`src/rtl/uart_rx_frame.sv`:
```
// rtl/uart_rx_frame.sv - UART receive framer with 16x oversampling and character timeout
//
// Ports:
//   clk          core clock
//   nreset       asynchronous active-low reset
//   enable       16x baud tick, one clk wide
//   srx          raw serial input (idle high), asynchronous to clk
//   lcr[7:0]     line control: [1:0] word length 5..8, [2] two stop bits,
//                [3] parity enable, [4] even parity, [5] stick parity
//   rf_pop       receive FIFO pop strobe (timeout reload only)
//   rf_count_nz  receive FIFO is non-empty
//   rf_push      one-cycle push strobe to the receive FIFO
//   rf_data[10:0] {data[7:0], break, parity_err, framing_err}
//   rx_idle      framer is in IDLE
//   timeout      character timeout pending
module uart_rx_frame #(
    parameter int RX_SYNC_STAGES = 2,
    parameter int TOUT_W         = 10
) (
    input  logic        clk,
    input  logic        nreset,
    input  logic        enable,
    input  logic        srx,
    input  logic [7:0]  lcr,
    input  logic        rf_pop,
    input  logic        rf_count_nz,
    output logic        rf_push,
    output logic [10:0] rf_data,
    output logic        rx_idle,
    output logic        timeout
);

    typedef enum logic [2:0] {
        IDLE,
        START,
        DATA,
        PARITY,
        STOP,
        WAIT_HIGH
    } state_t;

    state_t state, state_nx;

    logic [RX_SYNC_STAGES-1:0] sync_q;
    logic                      srx_s;

    logic [3:0]        tick, tick_nx;
    logic [2:0]        bit_idx, bit_nx;
    logic [7:0]        data, data_nx;
    logic [5:0]        fr_lcr, fr_nx;
    logic              par_bit, pbit_nx;
    logic              par_err, perr_nx;
    logic              push_nx;
    logic [10:0]       rdata_nx;
    logic              par_exp;
    logic              fe, brk;

    logic [3:0]        frame_bits;
    logic [TOUT_W-1:0] tout_reload;
    logic [TOUT_W-1:0] tout_cnt;

    logic              unused_lcr;
    assign unused_lcr = ^lcr[7:6];

    // Synchronizer flops reset to the idle (high) line level.
    always_ff @(posedge clk or negedge nreset) begin
        if (!nreset) begin
            sync_q <= '1;
        end else begin
            sync_q <= {sync_q[RX_SYNC_STAGES-2:0], srx};
        end
    end

    assign srx_s = sync_q[RX_SYNC_STAGES-1];

    // Stick parity forces the bit; otherwise even parity makes the total XOR 0.
    assign par_exp = fr_lcr[5] ? ~fr_lcr[4] : ((^data) ^ ~fr_lcr[4]);

    always_ff @(posedge clk or negedge nreset) begin
        if (!nreset) begin
            state   <= IDLE;
            tick    <= 4'd0;
            bit_idx <= 3'd0;
            data    <= 8'd0;
            fr_lcr  <= 6'd0;
            par_bit <= 1'b0;
            par_err <= 1'b0;
            rf_push <= 1'b0;
            rf_data <= 11'd0;
        end else begin
            state   <= state_nx;
            tick    <= tick_nx;
            bit_idx <= bit_nx;
            data    <= data_nx;
            fr_lcr  <= fr_nx;
            par_bit <= pbit_nx;
            par_err <= perr_nx;
            rf_push <= push_nx;
            rf_data <= rdata_nx;
        end
    end

    always_comb begin
        state_nx = state;
        tick_nx  = tick;
        bit_nx   = bit_idx;
        data_nx  = data;
        fr_nx    = fr_lcr;
        pbit_nx  = par_bit;
        perr_nx  = par_err;
        push_nx  = 1'b0;
        rdata_nx = rf_data;
        fe       = 1'b0;
        brk      = 1'b0;

        if (enable) begin
            case (state)
                IDLE: begin
                    if (!srx_s) begin
                        state_nx = START;
                        tick_nx  = 4'd7;
                    end
                end
                START: begin
                    if (tick == 4'd0) begin
                        if (!srx_s) begin
                            state_nx = DATA;
                            tick_nx  = 4'd15;
                            fr_nx    = lcr[5:0];
                            bit_nx   = 3'd0;
                            data_nx  = 8'd0;
                            pbit_nx  = 1'b0;
                            perr_nx  = 1'b0;
                        end else begin
                            state_nx = IDLE;
                        end
                    end else begin
                        tick_nx = tick - 4'd1;
                    end
                end
                DATA: begin
                    if (tick == 4'd0) begin
                        tick_nx          = 4'd15;
                        data_nx[bit_idx] = srx_s;
                        // Last bit index is word length - 1 = 4 + lcr[1:0].
                        if (bit_idx == {1'b1, fr_lcr[1:0]}) begin
                            state_nx = fr_lcr[3] ? PARITY : STOP;
                        end else begin
                            bit_nx = bit_idx + 3'd1;
                        end
                    end else begin
                        tick_nx = tick - 4'd1;
                    end
                end
                PARITY: begin
                    if (tick == 4'd0) begin
                        tick_nx  = 4'd15;
                        pbit_nx  = srx_s;
                        perr_nx  = (srx_s != par_exp);
                        state_nx = STOP;
                    end else begin
                        tick_nx = tick - 4'd1;
                    end
                end
                STOP: begin
                    if (tick == 4'd0) begin
                        fe       = ~srx_s;
                        brk      = fe & (data == 8'd0) & (~fr_lcr[3] | ~par_bit);
                        push_nx  = 1'b1;
                        rdata_nx = {data, brk, par_err, fe};
                        state_nx = brk ? WAIT_HIGH : IDLE;
                    end else begin
                        tick_nx = tick - 4'd1;
                    end
                end
                WAIT_HIGH: begin
                    if (srx_s) begin
                        state_nx = IDLE;
                    end
                end
                default: begin
                    state_nx = IDLE;
                end
            endcase
        end
    end

    assign rx_idle = (state == IDLE);

    // Frame length in bits (start + data + parity + stop + extra stop), from live lcr.
    assign frame_bits  = 4'd7 + {2'b00, lcr[1:0]} + {3'b000, lcr[3]} + {3'b000, lcr[2]};
    assign tout_reload = TOUT_W'({frame_bits, 6'b000000});

    // Reload is not gated by enable so the push strobe, which falls between ticks, is seen.
    always_ff @(posedge clk or negedge nreset) begin
        if (!nreset) begin
            tout_cnt <= '1;
        end else if (rf_push || rf_pop || !rf_count_nz) begin
            tout_cnt <= tout_reload;
        end else if (enable && (tout_cnt != '0)) begin
            tout_cnt <= tout_cnt - TOUT_W'(1);
        end
    end

    assign timeout = (tout_cnt == '0) & rf_count_nz;

endmodule

```
`config.mk`:
```
export PLATFORM = sky130hd
export DESIGN_NAME = uart_rx_frame
export DESIGN_NICKNAME = d
export VERILOG_FILES = /design/src/rtl/uart_rx_frame.sv
export SDC_FILE = /design/constraint.sdc
export NUM_CORES = 1
export LEC_CHECK = 0
export CELL_PAD_IN_SITES_DETAIL_PLACEMENT = 2
export CELL_PAD_IN_SITES_GLOBAL_PLACEMENT = 2
export CORE_MARGIN = 2
export CORE_UTILIZATION = 39
export DETAILED_ROUTE_END_ITERATION = 10
export PLACE_DENSITY_LB_ADDON = 0.1
export SYNTH_ARGS = -nofsm -noshare
export SYNTH_HDL_FRONTEND = slang
export SYNTH_SLANG_ARGS = --single-unit
```
`constraint.sdc`:
```
create_clock -name clk -period 3.45 [get_ports clk]
set_input_delay 0.345 -clock clk [delete_from_list [all_inputs] [get_ports clk]]
set_output_delay 0.345 -clock clk [all_outputs]
set_load 0.02 [all_outputs]
```
==> metrics.txt <==
CTS resizes=0; Die X=89.2 µm; total number of yosys warnings=0; number of global-route vias before repair=2187; Cells after Synth=283; H-tree depth=2; Clock Power Share=28.8%; switch share=31.9%; register share of total power=48.3%; unrepaired setup endpoints after global routing=no; site row count=31; Async SR Flop Fraction=100%; fmax=396 MHz; Seq/Total Area, Yosys=43.8%; Req. time, crit path=3.11 ns; most common cell in the synthesized netlist=dfrtp_1; RePlAce Congestion=0.708; Place WS=1.01 ns; Peak VDD IR=0.202 mV; critical path class=reg -> out; Post-synth EDFFs=0; max-cap viol count=0; Total GRT Usage=18.5%; Max Slew Vio Count=0; Net Count, Synth=309; TritonCTS sink count=49; Reg-to-Reg Start=state[0]$_DFFE_PN0P_; crit path max fanout=7; first-pass GRT wire length=11400 µm; DRC=0; post-route worst setup slack=0.927 ns; Final Hold Vio Count=0; R2R Setup Slk=1.30 ns; reg2reg path depth=4; Final Hold Slack=0.143 ns; Largest stage delay, worst path=0.61 ns; antenna cell count=0; Synth Register Bits=49; total number of vias=2157; top cells by area, synth=dfrtp_1 33%, dfstp_2 11%, ha_1 4.9%; status=finished, final reports clean; final core utilization=45.3%; antenna violations before repair=0; slowest stage cell, crit path=clkdlybuf4s50_1; Synth Flop Type=dfrtp_1; mean post-synth cell area=10.0 µm²; Synth area leader=dfrtp_1; worst slew pin tran=0.880 ns; Multi-input gate area=0.00139 mm²; pin count of the biggest net entering global routing=40; sequential standard cell area=0.00124 mm²; final cycle utilization of the critical path=73.1%; Clock Tree Buf Depth=2; Layout Area Growth over Synthesis=14.1%; CP startpoint=tout_cnt[7]$_DFFE_PN1P_; port bufs=25; Initial DRT Pass Iterations=4; synthesized area=0.00283 mm²; post-route minimum period=2.52 ns; Post-synth top cells=37 x dfrtp_1, 28 x inv_1, 27 x o21ai_0, 22 x nand2_1, 16 x nor2_1; crit start category=register; Avg WL per Cell=16.9 µm; core area=0.00714 mm²; final setup TNS=0 ns; hold_buf cts=0; NumNets Final=327; vias per inst=5.38; combinational fraction of design power=22.9%; total grt overflow=0; 1st-iter DRT viols=67; hpwl dp=5020 µm; worst skew pair latency=0.31 ns; post-CTS setup buffer count=0; worst path arrival time=2.18 ns; CTS tree=yes; Internal=1030 µW; Root Driver=clkbuf_8; Reg clk slew, reported paths=0.10 ns; post-route ant nets=0; DIE AREA=0.00796 mm²; Layout fillers=792; Net Sw Power=484 µW; Pwr Total=1520 µW; final setup vio count=0; share of layout cells above drive strength 1=13.9%; Pleak=0.00135 µW; total CTS buffers=5; Yosys top cell area share=32.7%; Worst Setup End Kind=primary output; CP Cell Sequence=nor4_2 -> and4_1 -> clkdlybuf4s50_1; IO Pins=28; Post-Route WL=6780 µm; Power Density=469 mW/mm²; HP Class=in -> async; Initial Utilization=39.7%; FF-to-FF End=bit_idx[0]$_DFFE_PN0P_; synth unique cells=69; Layout Skew=0.00877 ns; slew margin rel.=41.3%; die span in y=89.2 µm
## layer usage
metal,track usage (%),share of wire (%)
met5,0,0
met1,26.2,50
met3,2.77,1.7
met2,29.8,47
met4,4.88,1.2
## kinds of logic (layout without fill, tap and decap cells)
| group | after synthesis | count (layout) | share of synthesized area, % |
|---|---|---|---|
| mux | 12 | 12 | 4.50 |
| flops | 49 | 49 | 43.8 |
| compound gates | 71 | 71 | 17.7 |
| xor+xnor | 11 | 11 | 3.40 |
| buf+inv | 44 | 63 | 7.24 |
| fa+ha+maj | 12 | 12 | 5.56 |
| simple gates | 84 | 84 | 17.7 |
## placed cells by master, fill, tap and decap left out, types with 3 or more instances in the layout
cell and n:
a211oi_1 3, a31oi_1 8, clkbuf_8 6, clkdlybuf4s50_1 24, dfrtp_1 37, dfstp_2 12, ha_1 11, inv_1 28
mux2_2 6, mux2i_1 6, nand2_1 22, nand2b_1 3, nand4_1 3, nor2_1 16, nor3_1 4, nor3b_2 3
nor4_1 4, o21a_1 3, o21ai_0 27, o31ai_1 3, xnor2_1 6, xor2_1 5
## cell type report
class | count | share of cell area [%]
inverter | 28 | 3.25
sequential | 49 | 38.4
clock inverter | 1 | 0.928
clock buffer | 7 | 2.67
timing repair buffer | 27 | 8.05
multi-input combinational | 190 | 42.9
tap | 99 | 3.83
## worst max-delay path: cells and delay by family (launching register included)
kind	cells	cell delay, ns
buf+inv	1	0.61
flops	1	0.40
simple gates	2	0.87
## worst max-delay path by stage
stage	endpoint	cells after the start
after global routing	timeout	3
after detailed placement	fr_lcr[0]$_DFFE_PN0P_	5
after floorplan	state[2]$_DFFE_PN0P_	4
after CTS	timeout	3
final	timeout	3
after global placement	fr_lcr[0]$_DFFE_PN0P_	5
## metrics by stage
stage / instance area (µm²) / cells
floorplan: 2830 / 283
global placement: 3120 / 393
detailed placement: 3120 / 393
CTS: 3230 / 401
global route: 3230 / 401
finish: 3230 / 401
## power by group through the flow
stage | Sequential, µW | Combinational, µW | Clock [µW]
6_report | 732 | 347 | 436
5_1_grt | 747 | 394 | 475
4_1_cts | 732 | 356 | 455
3_5_place_dp | 742 | 352 | 0
3_3_place_gp | 740 | 331 | 0
2_1_floorplan | 682 | 298 | 0
## sequential cells by signal, summed over array words and instances, names as in the netlist, 2 cells and up
register and flops:
rf_data 11, tout_cnt 10, data 8, fr_lcr 5
tick 4, bit_idx 3, state 3, sync_q 2
Power figures use the tool's default switching activity.
